--- src/rtl/serial_adder.sv ---
// serial_adder: LSB-first bit-serial adder with one full-adder cell and a carry flop.
// Define SERIAL_ADDER_OVF_EN to add the registered two's-complement overflow output ovf.
module serial_adder #(
   parameter int WIDTH = 8
) (
   input  logic             clk,
   input  logic             rst,
   input  logic             start,
   input  logic [WIDTH-1:0] a,
   input  logic [WIDTH-1:0] b,
   input  logic             cin,
   output logic             busy,
   output logic             done,
   output logic [WIDTH-1:0] sum,
   output logic             cout
`ifdef SERIAL_ADDER_OVF_EN
   ,
   output logic             ovf
`endif
);
   localparam int CW = $clog2(WIDTH);
   typedef enum logic [1:0] {IDLE, RUN, DONE} state_t;
   state_t state_q, state_d;
   logic [WIDTH-1:0] a_q, a_d, b_q, b_d, acc_q, acc_d, sum_q, sum_d;
   logic [CW-1:0] cnt_q, cnt_d;
   logic carry_q, carry_d, cout_q, cout_d, s, c_nxt;
`ifdef SERIAL_ADDER_OVF_EN
   logic ovf_q, ovf_d;
`endif
   always_comb begin
      s = a_q[0] ^ b_q[0] ^ carry_q;
      c_nxt = (a_q[0] & b_q[0]) | (a_q[0] & carry_q) | (b_q[0] & carry_q);
      state_d = state_q;
      a_d = a_q;
      b_d = b_q;
      acc_d = acc_q;
      sum_d = sum_q;
      cnt_d = cnt_q;
      carry_d = carry_q;
      cout_d = cout_q;
`ifdef SERIAL_ADDER_OVF_EN
      ovf_d = ovf_q;
`endif
      if (state_q == RUN) begin
         a_d = a_q >> 1;
         b_d = b_q >> 1;
         carry_d = c_nxt;
         acc_d = {s, acc_q[WIDTH-1:1]};
         cnt_d = cnt_q + 1'b1;
         // The final step publishes the result; until then sum/cout keep the previous one.
         if (cnt_q == CW'(WIDTH - 1)) begin
            sum_d = {s, acc_q[WIDTH-1:1]};
            cout_d = c_nxt;
`ifdef SERIAL_ADDER_OVF_EN
            ovf_d = carry_q ^ c_nxt;
`endif
            state_d = DONE;
         end
      end else if (start) begin
         a_d = a;
         b_d = b;
         carry_d = cin;
         cnt_d = '0;
         state_d = RUN;
      end else begin
         state_d = IDLE;
      end
   end
   always_ff @(posedge clk) begin
      if (rst) begin
         state_q <= IDLE;
         a_q <= '0;
         b_q <= '0;
         acc_q <= '0;
         sum_q <= '0;
         cnt_q <= '0;
         carry_q <= 1'b0;
         cout_q <= 1'b0;
`ifdef SERIAL_ADDER_OVF_EN
         ovf_q <= 1'b0;
`endif
      end else begin
         state_q <= state_d;
         a_q <= a_d;
         b_q <= b_d;
         acc_q <= acc_d;
         sum_q <= sum_d;
         cnt_q <= cnt_d;
         carry_q <= carry_d;
         cout_q <= cout_d;
`ifdef SERIAL_ADDER_OVF_EN
         ovf_q <= ovf_d;
`endif
      end
   end
   assign busy = (state_q == RUN);
   assign done = (state_q == DONE);
   assign sum = sum_q;
   assign cout = cout_q;
`ifdef SERIAL_ADDER_OVF_EN
   assign ovf = ovf_q;
`endif
endmodule

--- config.mk ---
export PLATFORM = sky130hd
export DESIGN_NAME = serial_adder
export DESIGN_NICKNAME = d
export VERILOG_FILES = /design/src/rtl/serial_adder.sv
export SDC_FILE = /design/constraint.sdc
export NUM_CORES = 1
export LEC_CHECK = 0
export CORE_MARGIN = 4
export CORE_UTILIZATION = 51
export CTS_CLUSTER_DIAMETER = 200
export CTS_CLUSTER_SIZE = 10
export DETAILED_ROUTE_END_ITERATION = 6
export PLACE_DENSITY = 0.84
export SYNTH_ARGS = -nofsm -noshare
export SYNTH_HDL_FRONTEND = slang
export SYNTH_SLANG_ARGS = --single-unit
--- constraint.sdc ---
create_clock -name clk -period 1.5 [get_ports clk]
set_input_delay 0.3 -clock clk [delete_from_list [all_inputs] [get_ports clk]]
set_output_delay 0.3 -clock clk [all_outputs]
set_load 0.1 [all_outputs]
==> flow_summary.toml, run 1 <==
[status]
status = "finished, final reports clean"

[cells_and_area]
drive_gt1_share_pct = 22.2
antenna_cells = 0
num-fill-cells = 250
final_core_util_pct = 70.5
final_nets = 220
multi_input_area_um2 = 776
seq_area_um2 = 762
area_growth_pct = 31.6
finalInstanceArea_mm2 = 0.00215

[power]
p_comb_share_pct = 14.7
pwr-share-seq_pct = 56.4
p_sw_uw = 498
p_per_area_mw_per_mm2 = 892
vdd_drop_max_v = 0.000578
switching_share_pct = 25.9
p_int_uw = 1420
p_clk_share_pct = 28.9
p_total_uw = 1920
power_leakage_uw = 0.000817

[synthesis]
syn-num-nets = 192
synth_area_leaders = "dfxtp_1, a211oi_2, mux2i_1"
yosys.area.top_type_share_pct = 46.5
yosysWarnings = 0
synthCells = 169
synth_cell_types = 20
synth_area_per_cell_um2 = 9.68
synth-seq-area-share_pct = 46.5
ys_ff_latch = 38
syn-cell-area_mm2 = 0.00164
synth_area_leader_cell = "dfxtp_1"

[die]
dieWidth_um = 64.6
initial_core_util_pct = 53.6
dieArea_mm2 = 0.00418
core_mm2 = 0.00305
fp-row-count = 20
io-pin-count = 31
die_y_um = 64.6

[place]
port_buffers = 30
gp_congestion = 0.716
placement.cell_area_mm2 = 0.00207
dpl.hpwl_um = 2040

[worst_setup_path]
r2r_cells = 5
r2r_end = "sum[7]"
crit_required_ps = 1200
cp-end-kind = "primary output"
path_class = "reg -> out"
worstPathMaxFanout = 14
reg2reg_from = "cnt_q[0]"
startpoint_type = "flip-flop"
r2r_setup_slack_ps = 150
cp.arrival_ps = 1130

[min_path]
hold_start = "acc_q[1]"
hold_class = "reg -> reg"
hold_path_end = "sum[0]"
hold_depth = 2

[drt]
vias_per_cell = 5.10
firstDrtPassIters = 4
wl_per_cell_um = 12.0
drtIter0Drc = 36
drtAntennaViolNets = 0
num_vias = 1234
route.detailed.drc = 0
wirelength_um = 2900

[sta]
drv_slew = 0
hold_ws_ps = 472
tightestPinTransition_ps = 322
max_freq_mhz = 699
finalClockSkew_ps = 6.47
rsz0062_at_grt = "no"
finalHoldViolCount = 0
slew_headroom_pct = 78.5
period_share_pct = 95.4
finalWorstPathRequiredPeriod_ps = 1430
finalSetupViolations = 0
setup_tns_ps = 0

[clocking]
path_clk_slew_ps = 110
clkSinkCount = 38
htree_levels = 2
tritoncts = "yes"
cts_buffers = 5
root_buffer = "clkbuf_4"
cts_hold_buf = 0
clk_latency_ps = 340
clock_tree.buffer_depth = 2

[grt]
grtUsageTotal_pct = 15.2
grt_first_pass_wirelength_um = 4980
grt_pass1_vias = 1200
grt_max_degree = 39
grt_overflow = 0
antenna_found_initial = 0

[flow_run]
drv_cap = 0
## state kept, by name, summed over array words and instances, names as in the netlist
signal,cells
state_q,2
sum,8
b_q,8
carry_q,1
a_q,8
cout,1
cnt_q,3
acc_q,7
## cell families after synthesis
logic type / count (synthesis) / synth area share [%]
adder cells (fa/ha/maj): 3 / 2.75
AO/OA/AOI/OAI: 35 / 17.8
flip-flops: 38 / 46.5
multiplexers: 17 / 10.4
buffers and inverters: 15 / 6.73
AND/OR/NAND/NOR: 61 / 15.8
## timing repair
item | in CTS | in global routing
buffers inserted | 1 | 0
gates resized for setup | 4 | 0
endpoints found under the setup margin | 1 | 0
## how the worst max path moves through the flow
stage,startpoint,end,depth (start not counted)
finish,state_q[1],busy,3
global route,state_q[1],busy,3
CTS,state_q[1],busy,3
detailed placement,start,a_q[0],4
global placement,start,b_q[5],4
floorplan,state_q[1],done,1
## layer usage
metal,vias to the layer above,GRT usage [%],share of wire [%]
met5,-,0,0
met4,0,7.65,2.4
met3,7,5.72,5.1
met2,31,24.1,47
met1,562,17.9,46
li1,634,-,-
## cells in the mapped netlist (all sizes together)
master,instances
a211oi,15
a21oi,19
and3b,1
buf,13
clkbuf,1
dfxtp,38
fa,1
ha,2
inv,1
mux2i,17
nand2,34
nand2b,2
nand3b,4
nor2,17
nor2b,1
nor3,2
o21ai,1
## worst max-delay path: stages (launching register included)
cell,delay [ps]
dfxtp_1,340
nand2b_4,170
inv_8,100
buf_12,180
## power by group through the flow
stage	registers [µW]	clock network [µW]	logic (µW)
finish	1080	556	282
global route	1090	622	306
CTS	1080	581	284
detailed placement	1110	0	277
global placement	1100	0	270
floorplan	1100	0	200
## final cells by class
| type | instances | area share (%) |
|---|---|---|
| clock buffer | 6 | 2.38 |
| tap | 44 | 2.56 |
| clock inverter | 2 | 0.581 |
| multi-input combinational | 116 | 36.0 |
| sequential | 38 | 35.4 |
| timing repair buffer | 35 | 22.5 |
| inverter | 1 | 0.523 |
## per-stage QoR
step	setup slack [ps]	instances
3_3_place_gp	65.5	233
5_1_grt	4.48	242
3_5_place_dp	1.81	233
4_1_cts	49.8	242
2_1_floorplan	49.1	169
6_report	69.2	242
## cells in the final DEF, fill, tap and decap left out
cell type / instances
fa_1: 1
a21oi_1: 18
buf_12: 14
dfxtp_1: 37
clkinv_2: 1
a21oi_2: 1
inv_8: 1
and3b_1: 1
a211oi_2: 15
dfxtp_2: 1
clkinvlp_4: 1
nor2b_2: 1
clkbuf_8: 1
mux2i_1: 17
buf_4: 2
nor3_1: 2
nand2_1: 34
nand3b_1: 4
o21ai_0: 1
nand2b_1: 1
nand2b_4: 1
clkbuf_4: 5
ha_1: 2
nor2_1: 17
clkdlybuf4s50_1: 19
Power figures use the tool's default switching activity.
==> run 2, diff against run 1 <==
- TNS_END_PERCENT: not set -> 20
==> results of run 2 <==
No change in the layout: final DEF, timing and power equal those of run 1.
